## src/rtl/branch_pkg.sv

```systemverilog
// Shared definitions for the branch predictor: branch funct3 codes,
// the 2-bit counter state type and its saturating update rule.
package branch_pkg;

  localparam logic [2:0] F3_BEQ  = 3'b000;
  localparam logic [2:0] F3_BNE  = 3'b001;
  localparam logic [2:0] F3_BLT  = 3'b100;
  localparam logic [2:0] F3_BGE  = 3'b101;
  localparam logic [2:0] F3_BLTU = 3'b110;
  localparam logic [2:0] F3_BGEU = 3'b111;

  typedef enum logic [1:0] {
    SNT = 2'b00,
    WNT = 2'b01,
    WT  = 2'b10,
    ST  = 2'b11
  } bht_state_t;

  // Counters stick at SNT/ST rather than wrapping around.
  function automatic bht_state_t sat_update(input bht_state_t state, input logic taken);
    bht_state_t next_state;
    next_state = state;
    if (taken) begin
      if (state != ST) next_state = bht_state_t'(state + 2'd1);
    end else begin
      if (state != SNT) next_state = bht_state_t'(state - 2'd1);
    end
    return next_state;
  endfunction

endpackage

```

## src/rtl/branch_predict_unit_if.sv

```systemverilog
// Decode/execute-side signal bundle of the branch predictor; the pipeline
// drives it as master and the predictor sits on the slave side.
interface branch_predict_unit_if #(
  parameter int XLEN    = 32,
  parameter int COUNT_W = 32
);

  logic               d_valid;
  logic               d_is_branch;
  logic [XLEN-1:0]    d_pc;
  logic               d_predict_taken;

  logic               e_valid;
  logic               e_is_branch;
  logic [XLEN-1:0]    e_pc;
  logic [2:0]         e_funct3;
  logic               e_zero;
  logic               e_lt;
  logic               e_ltu;
  logic               e_predicted_taken;
  logic               e_taken;
  logic               e_mispredict;
  logic               e_illegal;

  logic [COUNT_W-1:0] branch_count;
  logic [COUNT_W-1:0] mispredict_count;

  modport master (
    output d_valid, d_is_branch, d_pc,
    output e_valid, e_is_branch, e_pc, e_funct3, e_zero, e_lt, e_ltu, e_predicted_taken,
    input  d_predict_taken, e_taken, e_mispredict, e_illegal,
    input  branch_count, mispredict_count
  );

  modport slave (
    input  d_valid, d_is_branch, d_pc,
    input  e_valid, e_is_branch, e_pc, e_funct3, e_zero, e_lt, e_ltu, e_predicted_taken,
    output d_predict_taken, e_taken, e_mispredict, e_illegal,
    output branch_count, mispredict_count
  );

endinterface

```

## src/rtl/branch_condition_eval.sv

```systemverilog
// Decodes branch funct3 against the ALU flags into a taken bit; the
// reserved encodings 010/011 report illegal and never resolve as taken.
module branch_condition_eval
  import branch_pkg::*;
(
  input  logic [2:0] funct3,
  input  logic       zero,
  input  logic       lt,
  input  logic       ltu,
  output logic       taken,
  output logic       illegal
);

  always_comb begin
    taken   = 1'b0;
    illegal = 1'b0;
    case (funct3)
      F3_BEQ:  taken = zero;
      F3_BNE:  taken = !zero;
      F3_BLT:  taken = lt;
      F3_BGE:  taken = !lt;
      F3_BLTU: taken = ltu;
      F3_BGEU: taken = !ltu;
      default: illegal = 1'b1;
    endcase
  end

endmodule

```

## src/rtl/branch_predict_unit.sv

```systemverilog
// Branch resolution plus a direct-mapped table of 2-bit saturating counters
// that predicts decode-stage branches, with saturating statistics counters.
module branch_predict_unit
  import branch_pkg::*;
#(
  parameter int         XLEN       = 32,
  parameter int         INDEX_BITS = 6,
  parameter int         COUNT_W    = 32,
  parameter logic [1:0] INIT_STATE = 2'b01
) (
  input  logic                  clk,
  input  logic                  reset,
  branch_predict_unit_if.slave  bus
);

  localparam int ENTRIES = 1 << INDEX_BITS;

  bht_state_t             bht_q [ENTRIES];
  logic [COUNT_W-1:0]     branch_q;
  logic [COUNT_W-1:0]     mispredict_q;

  logic [INDEX_BITS-1:0]  d_idx;
  logic [INDEX_BITS-1:0]  e_idx;
  bht_state_t             d_entry;
  logic                   res;
  logic                   cond_taken;
  logic                   cond_illegal;
  logic                   update;
  logic                   mispredict;

  branch_condition_eval u_cond (
    .funct3  (bus.e_funct3),
    .zero    (bus.e_zero),
    .lt      (bus.e_lt),
    .ltu     (bus.e_ltu),
    .taken   (cond_taken),
    .illegal (cond_illegal)
  );

  assign d_idx   = bus.d_pc[INDEX_BITS+1:2];
  assign e_idx   = bus.e_pc[INDEX_BITS+1:2];
  assign d_entry = bht_q[d_idx];

  assign res        = bus.e_valid & bus.e_is_branch;
  assign update     = res & !cond_illegal;
  assign mispredict = update & (cond_taken != bus.e_predicted_taken);

  // Decode reads the table directly, so a same-cycle update is seen only next cycle.
  assign bus.d_predict_taken  = bus.d_valid & bus.d_is_branch & d_entry[1];
  assign bus.e_taken          = res & cond_taken;
  assign bus.e_illegal        = res & cond_illegal;
  assign bus.e_mispredict     = mispredict;
  assign bus.branch_count     = branch_q;
  assign bus.mispredict_count = mispredict_q;

  always_ff @(posedge clk) begin
    if (reset) begin
      for (int i = 0; i < ENTRIES; i++) bht_q[i] <= bht_state_t'(INIT_STATE);
      branch_q     <= '0;
      mispredict_q <= '0;
    end else if (update) begin
      bht_q[e_idx] <= sat_update(bht_q[e_idx], cond_taken);
      if (branch_q != '1) branch_q <= branch_q + COUNT_W'(1);
      if (mispredict && (mispredict_q != '1)) mispredict_q <= mispredict_q + COUNT_W'(1);
    end
  end

endmodule
```

## src/flat_wrapper.sv

```systemverilog
// flat-port wrapper written by rule: the top's interface ports become plain ports
module branch_predict_unit_flat import branch_pkg::*;
#(
  parameter int         XLEN       = 32,
  parameter int         INDEX_BITS = 6,
  parameter int         COUNT_W    = 32,
  parameter logic [1:0] INIT_STATE = 2'b01
)
  (clk, reset, bus_d_valid, bus_d_is_branch, bus_d_pc, bus_e_valid, bus_e_is_branch, bus_e_pc, bus_e_funct3, bus_e_zero, bus_e_lt, bus_e_ltu, bus_e_predicted_taken, bus_d_predict_taken, bus_e_taken, bus_e_mispredict, bus_e_illegal, bus_branch_count, bus_mispredict_count);
  branch_predict_unit_if #(.XLEN(XLEN), .COUNT_W(COUNT_W)) bus_i ();
  input  logic clk;
  input  logic reset;
  input wire logic [$bits(bus_i.d_valid)-1:0] bus_d_valid;
  input wire logic [$bits(bus_i.d_is_branch)-1:0] bus_d_is_branch;
  input wire logic [$bits(bus_i.d_pc)-1:0] bus_d_pc;
  input wire logic [$bits(bus_i.e_valid)-1:0] bus_e_valid;
  input wire logic [$bits(bus_i.e_is_branch)-1:0] bus_e_is_branch;
  input wire logic [$bits(bus_i.e_pc)-1:0] bus_e_pc;
  input wire logic [$bits(bus_i.e_funct3)-1:0] bus_e_funct3;
  input wire logic [$bits(bus_i.e_zero)-1:0] bus_e_zero;
  input wire logic [$bits(bus_i.e_lt)-1:0] bus_e_lt;
  input wire logic [$bits(bus_i.e_ltu)-1:0] bus_e_ltu;
  input wire logic [$bits(bus_i.e_predicted_taken)-1:0] bus_e_predicted_taken;
  output wire logic [$bits(bus_i.d_predict_taken)-1:0] bus_d_predict_taken;
  output wire logic [$bits(bus_i.e_taken)-1:0] bus_e_taken;
  output wire logic [$bits(bus_i.e_mispredict)-1:0] bus_e_mispredict;
  output wire logic [$bits(bus_i.e_illegal)-1:0] bus_e_illegal;
  output wire logic [$bits(bus_i.branch_count)-1:0] bus_branch_count;
  output wire logic [$bits(bus_i.mispredict_count)-1:0] bus_mispredict_count;
  assign bus_i.d_valid = bus_d_valid;
  assign bus_i.d_is_branch = bus_d_is_branch;
  assign bus_i.d_pc = bus_d_pc;
  assign bus_i.e_valid = bus_e_valid;
  assign bus_i.e_is_branch = bus_e_is_branch;
  assign bus_i.e_pc = bus_e_pc;
  assign bus_i.e_funct3 = bus_e_funct3;
  assign bus_i.e_zero = bus_e_zero;
  assign bus_i.e_lt = bus_e_lt;
  assign bus_i.e_ltu = bus_e_ltu;
  assign bus_i.e_predicted_taken = bus_e_predicted_taken;
  assign bus_d_predict_taken = bus_i.d_predict_taken;
  assign bus_e_taken = bus_i.e_taken;
  assign bus_e_mispredict = bus_i.e_mispredict;
  assign bus_e_illegal = bus_i.e_illegal;
  assign bus_branch_count = bus_i.branch_count;
  assign bus_mispredict_count = bus_i.mispredict_count;
  branch_predict_unit #(.XLEN(XLEN), .INDEX_BITS(INDEX_BITS), .COUNT_W(COUNT_W), .INIT_STATE(INIT_STATE)) u_core (.clk(clk), .reset(reset), .bus(bus_i));
endmodule
```

## config.mk

```make
export PLATFORM = sky130hd
export DESIGN_NAME = branch_predict_unit_flat
export DESIGN_NICKNAME = d
export VERILOG_FILES = /design/src/rtl/branch_pkg.sv /design/src/rtl/branch_predict_unit_if.sv /design/src/rtl/branch_condition_eval.sv /design/src/rtl/branch_predict_unit.sv /design/src/flat_wrapper.sv
export SDC_FILE = /design/constraint.sdc
export NUM_CORES = 1
export LEC_CHECK = 0
export ABC_AREA = 1
export CORE_MARGIN = 1
export CORE_UTILIZATION = 45
export DETAILED_ROUTE_END_ITERATION = 12
export PLACE_DENSITY = 0.67
export RECOVER_POWER = 25
export SLEW_MARGIN = 20
export SYNTH_ARGS = -nofsm -noshare
export SYNTH_HDL_FRONTEND = slang
export SYNTH_SLANG_ARGS = --single-unit
```

## constraint.sdc

```tcl
create_clock -name clk -period 2.9 [get_ports clk]
set_clock_uncertainty 0.1 [all_clocks]
set_input_delay 0.58 -clock clk [delete_from_list [all_inputs] [get_ports clk]]
set_output_delay 0.58 -clock clk [all_outputs]
set_load 0.005 [all_outputs]
```

==> results of run 1 <==
repair_timing:
| item | CTS | global route |
|---|---|---|
| buffers inserted | 3 | 3 |
| setup endpoints to repair | 3 | 1 |
| gates resized for setup | 14 | 8 |
| pin swaps | 3 | 2 |
flip-flops by register name (all words and copies together), names as in the netlist:
name	count
u_core.bht_q	128
u_core.bus.branch_count	32
u_core.bus.mispredict_count	32
cell usage after synthesis (all sizes together):
cell / n / share of area, %
ha: 2 / 0.22
o21bai: 1 / 0.067
o211ai: 6 / 0.40
nand3: 74 / 3.3
inv: 149 / 5.0
nor4: 1 / 0.056
clkinv: 2 / 0.067
nor2: 214 / 7.2
nand4: 24 / 1.3
a21oi: 70 / 3.1
xor2: 31 / 2.4
nor3: 38 / 1.7
xnor2: 12 / 0.94
nand2: 665 / 22
clkbuf: 38 / 1.3
o31ai: 2 / 0.13
o21ai: 48 / 2.1
a21o: 1 / 0.067
and2: 1 / 0.056
o21a: 1 / 0.067
buf: 36 / 2.1
o221ai: 1 / 0.078
dfxtp: 64 / 11
edfxtp: 128 / 34
nand3b: 4 / 0.27
and3: 2 / 0.11
cells by family after synthesis:
family                     count (synthesis)  share of synthesized area, %
and+or+nand+nor                         1023                          36.3
xor gates and xnor gates                  43                          3.35
DFF                                      192                          45.7
buffers and inverters                    225                          8.39
adders and majority gates                  2                         0.223
AOI/OAI and AO/OA                        130                          6.07
power groups by stage:
stage | combinational [mW] | sequential, mW | clock [mW]
global placement | 0.729 | 3.05 | 0
floorplan | 0.461 | 3.03 | 0
detailed placement | 0.740 | 3.05 | 0
finish | 0.755 | 2.99 | 2.32
CTS | 0.753 | 2.99 | 2.36
global route | 0.832 | 2.99 | 2.48
metrics by stage:
step | setup slack [ns] | utilization (%) | std cells
after CTS | 0.0405 | 55.2 | 2059
after global routing | 0.00251 | 55.3 | 2062
after global placement | -0.563 | 52.7 | 2024
after detailed placement | -0.550 | 52.7 | 2024
final | 0.104 | 55.3 | 2062
after floorplan | 0.529 | - | 1615
placed cells by master, fill, tap and decap left out, types with 17 or more instances in the layout:
cell type,instances
a21oi_1,68
buf_4,52
clkbuf_16,17
clkdlybuf4s50_1,20
dfxtp_1,64
dlygate4sd3_1,64
edfxtp_1,128
inv_1,140
nand2_1,662
nand3_1,73
nand4_1,24
nor2_1,214
nor3_1,38
o21ai_0,41
xor2_1,31
worst max path at each step:
stage,end,slack [ns],cells after the start
6_report,bus_e_mispredict,0.10,11
5_1_grt,bus_e_mispredict,0.003,10
4_1_cts,bus_d_predict_taken,0.04,9
3_5_place_dp,bus_d_predict_taken,-0.55,12
3_3_place_gp,bus_d_predict_taken,-0.56,11
2_1_floorplan,u_core.bht_q[0][0],0.53,18
per-layer routing:
layer,up-vias,track usage (%)
met5,-,0
met1,4940,32.5
met2,395,42.7
met4,0,9.35
li1,5333,-
met3,51,4.26
layout make-up:
class	count	area (um2)
multi-input combinational	1198	5180
clock inverter	15	153
sequential	192	5120
timing repair buffer	165	1630
inverter	151	568
tap	324	405
clock buffer	17	425
fill	2360	10900
worst max-delay path, cell delays in order:
cell             delay [ns]
clkdlybuf4s50_1        0.50
inv_1                  0.06
nand2_1                0.07
nand2_1                0.06
nand2_1                0.05
nand3_1                0.07
nand2_2                0.09
xor2_1                 0.19
nand2_1                0.11
inv_2                  0.09
dlygate4sd2_1          0.24
==> metrics, run 1 <==
status=completed; Pint=4.43 mW; Setup Total Neg Slack=0 ns; Clock Sink Count=192; share of cells above drive strength 1=7.08%; via count=10719; DRC Markers=0; routability congestion estimate=0.923; Seq/Total Area, Yosys=45.7%; GRT Util Overall=25.3%; R2R setup slack=0.56 ns; CTS tree=yes; First-pass DRT Iterations=5; Max Transition Viols Final=0; relative slew slack=58.8%; Comb pwr share=12.5%; DR WL met3=2330 um; Post-DP HPWL=22500 um; R2R cell count=10; syn_area_per_cell=6.95 um2; WHS Path Cells=2; Clock power frac=38.3%; max cap viols=0; Initial Utilization=46.0%; drt wl/cell=about 15 um; mapped cell area=11200 um2; HP Class=reg -> reg; CTS root buffer=clkbuf_16; I/O Buffers=92; Die Area=25600 um2; Post-Route WL=~32000 um; Final ANT Viol Nets=0; Req. time, crit path=2.22 ns; Crit Reg-Reg Endpoint=u_core.bus.branch_count[7]; Tightest Pin Transition=0.613 ns; peak supply drop=approximately 0.00035 V; Core Box Area=24400 um2; Die W=160 um; largest net degree at the start of global routing=42; switch share=26.9%; CP Capture Type=primary output; endpoints failing hold=0; layout overhead on the synthesized area=20.1%; Max Root-Sink Buffers=2; Tot Pwr=6.07 mW; launching point of the worst reg2reg path=u_core.bus.branch_count[0]; type of origin of the critical path=input pin; final worst path period share=a little over nine tenths; Initial DRC Count=882; # diodes=0; post-route cell area=13500 um2; Post-DP Area=12900 um2; Vias/cell=5.20; Post-CTS Hold Buffers=0; CP max FO=3; CTS buffer count=17; Fmax=0.358 GHz; H-tree depth=4; Cell variety after synth=33; min cycle time layout=2.80 ns; GRT overflow=0; hold path endpoint=u_core.bus.branch_count[2]; Synth Register Bits=192; vias in the first global route=just over 10000; YS warnings=0; die height=160 um; Top Metal Used=met4; row count=57; Reg power frac=49.3%; Worst Path Arrival=between 2 and 2.5 ns; Reg clk slew, reported paths=around 0.08 ns; WS Path Type=in -> out; RSZ-0062 raised after global routing=false; met2 WL=15000 um; Post-Syn Instances=1615; worst hold slack=~0.39 ns; Top Ports=145; leakage power=5.46 nW; Switch Pwr=1.63 mW; Finish-stage setup viols=0; first-pass GRT wire length=slightly above 50000 um; initial antenna violation count=0; Post-Syn Nets=~1700; fin nets=roughly 1800; hold path startpoint=u_core.bus.branch_count[2]; clk_lat worst skew=0.44 ns; power density over cell area=approximately 450 nW/um2; Metal-1 WL=13400 um; worst setup path startpoint=bus_e_funct3[1]
Power figures use the tool's default switching activity.
==> run 2, diff against run 1 <==
--- a/config.mk
+++ b/config.mk
@@ -6,11 +6,13 @@
 export NUM_CORES = 1
 export LEC_CHECK = 0
 export ABC_AREA = 1
+export ABC_CLOCK_PERIOD_IN_PS = 3210
 export CORE_MARGIN = 1
 export CORE_UTILIZATION = 45
 export DETAILED_ROUTE_END_ITERATION = 12
 export PLACE_DENSITY = 0.67
 export RECOVER_POWER = 25
+export SETUP_SLACK_MARGIN = 0.3
 export SLEW_MARGIN = 20
 export SYNTH_ARGS = -nofsm -noshare
 export SYNTH_HDL_FRONTEND = slang
==> constraint.sdc (replaced) <==
create_clock -name clk -period 3.21 [get_ports clk]
set_clock_uncertainty 0.1 [all_clocks]
set_input_delay 0.642 -clock clk [delete_from_list [all_inputs] [get_ports clk]]
set_output_delay 0.642 -clock clk [all_outputs]
set_load 0.005 [all_outputs]
==> metrics, run 2 (synthesis gave the netlist of run 1 again) <==
status=completed (unchanged); max reg flops=128 (unchanged); relative slew slack=35.7% (was 58.8%); RSZ-0062 raised after global routing=true (was false); Post-DP HPWL=21300 um (was 22500 um); Top Ports=145 (unchanged); Clock Sink Count=192 (unchanged); final worst path period share=89.3%; largest net degree at the start of global routing=49 (was 42); CTS buffer count=17 (unchanged); Fmax=0.349 GHz; Finish-stage setup viols=0 (unchanged); CP Capture Type=primary output (unchanged); share of cells above drive strength 1=6.20% (was 7.08%); routability congestion estimate=0.926 (was 0.923); Initial Utilization=46.0% (unchanged); DRC Markers=0 (unchanged); CTS root buffer=clkbuf_16 (unchanged); drt wl/cell=15.0 um (was 15.3 um); I/O Buffers=92 (unchanged); layout overhead on the synthesized area=19.1% (was 20.1%); hold path startpoint=u_core.bus.branch_count[25] (was u_core.bus.branch_count[2]); Final ANT Viol Nets=0 (unchanged); initial antenna violation count=0 (unchanged); first-pass GRT wire length=50300 um (was 51200 um); die height=160 um (unchanged); R2R setup slack=0.69 ns (was 0.56 ns); # diodes=0 (unchanged); R2R cell count=10 (unchanged); clk_lat worst skew=0.44 ns (about the same); Die Area=25600 um2 (unchanged); register name with the most flops=u_core.bht_q (unchanged); via count=10629 (was 10719); WS Path Type=in -> out (unchanged); Vias/cell=5.18 (was 5.20); CP max FO=10 (was 3); DP Worst Slack=-0.369 ns (was -0.550 ns); commonest cells after routing, fill and taps aside=nand2_1 (662), nor2_1 (212), inv_1 (140) (was nand2_1 (662), nor2_1 (214), inv_1 (140)); endpoints failing hold=0 (unchanged); vias in the first global route=10026 (was 10074); fin nets=1792 (was 1804); Max Transition Viols Final=0 (unchanged); power density over cell area=410 nW/um2 (was 450 nW/um2); hold path endpoint=u_core.bus.branch_count[25] (was u_core.bus.branch_count[2]); HP Class=reg -> reg (unchanged); row count=57 (unchanged); Tightest Pin Transition=0.965 ns (was 0.613 ns); Die W=160 um (unchanged); Worst Path Arrival=2.13 ns (was 2.12 ns); max cap viols=0 (unchanged); GRT Util Overall=24.7% (was 25.3%); Post-Route WL=30700 um (was 31600 um); Post-CTS Hold Buffers=0 (unchanged); Initial DRC Count=812 (was 882); Crit Reg-Reg Endpoint=u_core.bus.branch_count[9] (was u_core.bus.branch_count[7]); Core Box Area=24400 um2 (unchanged); leakage power=5.42 nW (was 5.46 nW); type of origin of the critical path=input pin (unchanged); First-pass DRT Iterations=7 (was 5); final worst slack=0.342 ns (was 0.104 ns); GRT overflow=0 (unchanged); Tot Pwr=5.48 mW (was 6.07 mW); Max Root-Sink Buffers=2 (unchanged); commonest non-fill, non-tap cell in the layout=nand2_1 (unchanged); launching point of the worst reg2reg path=u_core.bus.branch_count[0] (unchanged); WHS Path Cells=2 (unchanged); CTS tree=yes (unchanged); Reg clk slew, reported paths=0.07 ns (was 0.08 ns); peak supply drop=0.000317 V (was 0.000352 V); H-tree depth=4 (unchanged); Req. time, crit path=2.47 ns (was 2.22 ns); min cycle time layout=2.87 ns
-- run 2: report_power, final --
part	leakage (nW)	internal, mW	switching, mW
combinational	3.46	0.220	0.435
clock	0.291	1.12	1.00
sequential	1.66	2.67	0.0295
total	5.42	4.01	1.47
-- run 2: layout make-up --
| cell class | instances | area (um2) |
|---|---|---|
| clock buffer | 21 | 483 |
| clock inverter | 11 | 109 |
| fill | 2368 | 11000 |
| inverter | 151 | 568 |
| multi-input combinational | 1198 | 5180 |
| sequential | 192 | 5120 |
| tap | 324 | 405 |
| timing repair buffer | 153 | 1500 |
-- run 2: worst max-delay path: stages --
cell	delay (ns)
clkbuf_2	0.13
buf_6	0.16
buf_4	0.15
a21oi_1	0.14
o21ai_0	0.10
nand3_1	0.08
nand2_1	0.05
a21oi_1	0.10
o21ai_0	0.11
nand3_1	0.12
a21oi_2	0.07
dlygate4sd2_1	0.26
-- run 2: per-stage QoR --
stage / cell area [um2] / util, % / hold slack (ns) / cells / TNS [ns]
after floorplan: 11200 / - / 0.362 / 1615 / 0
after global placement: 12800 / 52.4 / 0.368 / 2016 / -0.392
after detailed placement: 12800 / 52.4 / 0.369 / 2016 / -0.428
after CTS: 13400 / 54.8 / 0.383 / 2049 / 0
after global routing: 13400 / 54.8 / 0.407 / 2050 / 0
final: 13400 / 54.8 / 0.374 / 2050 / 0
-- run 2: what timing repair did --
| action | CTS | global route |
|---|---|---|
| setup buffers | 1 | 1 |
| gates cloned | 0 | 0 |
| resized for setup | 13 | 11 |
| endpoints found under the setup margin | 3 | 43 |
| pin swaps | 3 | 4 |
-- run 2: worst max-delay path by stage --
| stage | from | to | slack [ns] | cells past startpoint |
|---|---|---|---|---|
| 5_1_grt | bus_e_funct3[1] | u_core.bht_q[17][1] | 0.18 | 14 |
| 3_5_place_dp | bus_d_pc[2] | bus_d_predict_taken | -0.37 | 11 |
| 3_3_place_gp | bus_d_pc[2] | bus_d_predict_taken | -0.37 | 11 |
| 2_1_floorplan | bus_e_pc[2] | u_core.bht_q[0][0] | 0.78 | 18 |
| 4_1_cts | bus_d_pc[4] | bus_d_predict_taken | 0.20 | 9 |
| 6_report | bus_d_pc[2] | bus_d_predict_taken | 0.34 | 12 |
-- run 2: per-layer routing --
layer	track usage, %	share of wire [%]	vias up
li1	-	-	5329
met1	32.4	44	4860
met2	40.9	47	397
met3	4.13	6.9	43
met4	8.87	2.4	0
met5	0	0	-
==> run 3, diff against run 2 <==
--- a/config.mk
+++ b/config.mk
@@ -9,8 +9,9 @@
 export ABC_CLOCK_PERIOD_IN_PS = 3210
 export CORE_MARGIN = 1
 export CORE_UTILIZATION = 45
+export CTS_CLUSTER_DIAMETER = 100
 export DETAILED_ROUTE_END_ITERATION = 12
-export PLACE_DENSITY = 0.67
+export PLACE_DENSITY = 0.71
 export RECOVER_POWER = 25
 export SETUP_SLACK_MARGIN = 0.3
 export SLEW_MARGIN = 20
==> metrics, run 3 (synthesis gave the netlist of run 1 again) <==
power density over cell area=410 nW/um2 (about the same); launching point of the worst reg2reg path=u_core.bus.mispredict_count[0] (was u_core.bus.branch_count[0]); worst hold slack=0.381 ns (was 0.374 ns); commonest non-fill, non-tap cell in the layout=nand2_1 (unchanged); die height=160 um (unchanged); WS Path Type=in -> out (unchanged); drt wl/cell=15.2 um (was 15.0 um); CP max FO=4 (was 10); register name with the most flops=u_core.bht_q (unchanged); initial antenna violation count=0 (unchanged); CTS root buffer=clkbuf_16 (unchanged); I/O Buffers=92 (unchanged); routability congestion estimate=0.945 (was 0.926); CP Capture Type=primary output (unchanged); min cycle time layout=2.97 ns (was 2.87 ns); endpoints failing hold=0 (unchanged); Max Transition Viols Final=0 (unchanged); clk_lat worst skew=0.45 ns (was 0.44 ns); WHS Path Cells=2 (unchanged); hold path endpoint=u_core.bus.branch_count[25] (unchanged); R2R cell count=9 (was 10); multi-input gate area in the final layout=5170 um2 (was 5180 um2); Reg clk slew, reported paths=0.07 ns (about the same); post-route cell area=13400 um2 (about the same); type of origin of the critical path=input pin (unchanged); via count=10775 (was 10629); peak supply drop=0.000316 V (was 0.000317 V); Initial Utilization=46.0% (unchanged); critical path, cell by cell=clkdlybuf4s50_1 > inv_1 > a21oi_1 > o31ai_1 > nand3_1 > nand3_1 > a21oi_1 > dlygate4sd2_1 (was clkbuf_2 > buf_6 > buf_4 > a21oi_1 > o21ai_0 > nand3_1 > nand2_1 > a21oi_1 > o21ai_0 > nand3_1 > a21oi_2 > dlygate4sd2_1); max cap viols=0 (unchanged); Clock Sink Count=192 (unchanged); relative slew slack=36.3% (was 35.7%); Fmax=0.337 GHz (was 0.349 GHz); H-tree depth=4 (unchanged); vias in the first global route=10099 (was 10026); # diodes=0 (unchanged); Post-Route WL=31200 um (was 30700 um); Final ANT Viol Nets=0 (unchanged); CTS tree=yes (unchanged); Die W=160 um (unchanged); HP Class=reg -> reg (unchanged); GRT Util Overall=24.9% (was 24.7%); hold path startpoint=u_core.bus.branch_count[25] (unchanged); commonest cells after routing, fill and taps aside=nand2_1 (662), nor2_1 (213), inv_1 (140) (was nand2_1 (662), nor2_1 (212), inv_1 (140)); max reg flops=128 (unchanged); layout overhead on the synthesized area=19.4% (was 19.1%); RSZ-0062 raised after global routing=true (unchanged); share of cells above drive strength 1=6.37% (was 6.20%); DRC Markers=0 (unchanged); Initial DRC Count=1009 (was 812); CP max-delay cell=clkdlybuf4s50_1 (was dlygate4sd2_1); R2R setup slack=0.65 ns (was 0.69 ns); CTS buffer count=17 (unchanged); Register Area=5120 um2 (unchanged); First-pass DRT Iterations=5 (was 7); Post-CTS Hold Buffers=0 (unchanged); Top Ports=145 (unchanged); Worst Path Arrival=2.23 ns (was 2.13 ns); Crit Reg-Reg Endpoint=u_core.bus.mispredict_count[22] (was u_core.bus.branch_count[9]); fin nets=1793 (was 1792); largest net degree at the start of global routing=44 (was 49); Core Box Area=24400 um2 (unchanged); Die Area=25600 um2 (unchanged); status=completed (unchanged); Finish-stage setup viols=0 (unchanged); leakage power=5.44 nW (was 5.42 nW); Post-DP Area=12800 um2 (about the same); Max Root-Sink Buffers=2 (unchanged); GRT overflow=0 (unchanged); Tightest Pin Transition=0.956 ns (was 0.965 ns); final worst path period share=92.5% (was 89.3%); first-pass GRT wire length=50900 um (was 50300 um); Req. time, crit path=2.47 ns (about the same); Post-DP HPWL=21900 um (was 21300 um); Vias/cell=5.25 (was 5.18); row count=57 (unchanged); Fillers=2291 (was 2368); max incr delay on CP=0.61 ns (was 0.26 ns)
run 3: cell types whose count changed in the layout (fill, tap and decap cells not counted), sizes merged:
cell / before / now
clkbuf: 30 / 26
buf: 56 / 58
inv: 157 / 159
bufinv: 0 / 1
clkdlybuf4s50: 18 / 17
dlygate4sd2: 4 / 5
dlygate4sd3: 64 / 65
dlymetal6s2s: 2 / 1
run 3: final cells by class:
type / count / area share (%)
tap: 324 / 3.02
clock buffer: 18 / 3.36
inverter: 151 / 4.26
clock inverter: 14 / 0.999
multi-input combinational: 1198 / 38.6
sequential: 192 / 38.2
timing repair buffer: 154 / 11.6
run 3: what timing repair did:
item / in CTS / in global routing
resized for setup: 17 / 10
gates cloned: 0 / 1
setup endpoints to repair: 3 / 6
endpoints found under the hold margin: 0 / 0
buffers inserted: 0 / 0
pin swaps: 2 / 2
run 3: how the worst max path moves through the flow:
stage          slack [ns]             endpoint       startpoint
6_report             0.24  bus_d_predict_taken      bus_d_pc[5]
5_1_grt              0.14  u_core.bht_q[23][0]  bus_e_funct3[2]
4_1_cts              0.22  bus_d_predict_taken      bus_d_pc[3]
3_5_place_dp        -0.37  bus_d_predict_taken      bus_d_pc[3]
3_3_place_gp        -0.39  bus_d_predict_taken      bus_d_pc[3]
2_1_floorplan        0.78   u_core.bht_q[0][0]      bus_e_pc[2]
run 3: where the power goes:
group	internal, mW	switching, mW
clock	1.11	1.02
combinational	0.233	0.439
sequential	2.67	0.0294
run 3: routing by layer:
layer  track usage (%)  up-vias  share of wire [%]
met1              33.1     4917                 43
met5                 0        -                  0
met4              7.92        0                2.1
met2              41.7      484                 47
li1                  -     5320                  -
met3              3.77       54                8.0
run 3: critical path: cells and delay by family:
kind	cells	cell delay [ns]
buf+inv	3	0.96
compound gates	3	0.41
simple gates	2	0.21
run 3: metrics by stage:
stage	setup TNS [ns]	cells	util (%)	total power, mW	setup WS (ns)
2_1_floorplan	0	1615	-	3.15	0.777
3_3_place_gp	-0.411	2018	52.5	3.41	-0.393
3_5_place_dp	-0.430	2018	52.5	3.42	-0.370
4_1_cts	0	2050	54.9	5.51	0.219
5_1_grt	0	2051	55.0	5.70	0.142
6_report	0	2051	55.0	5.50	0.240
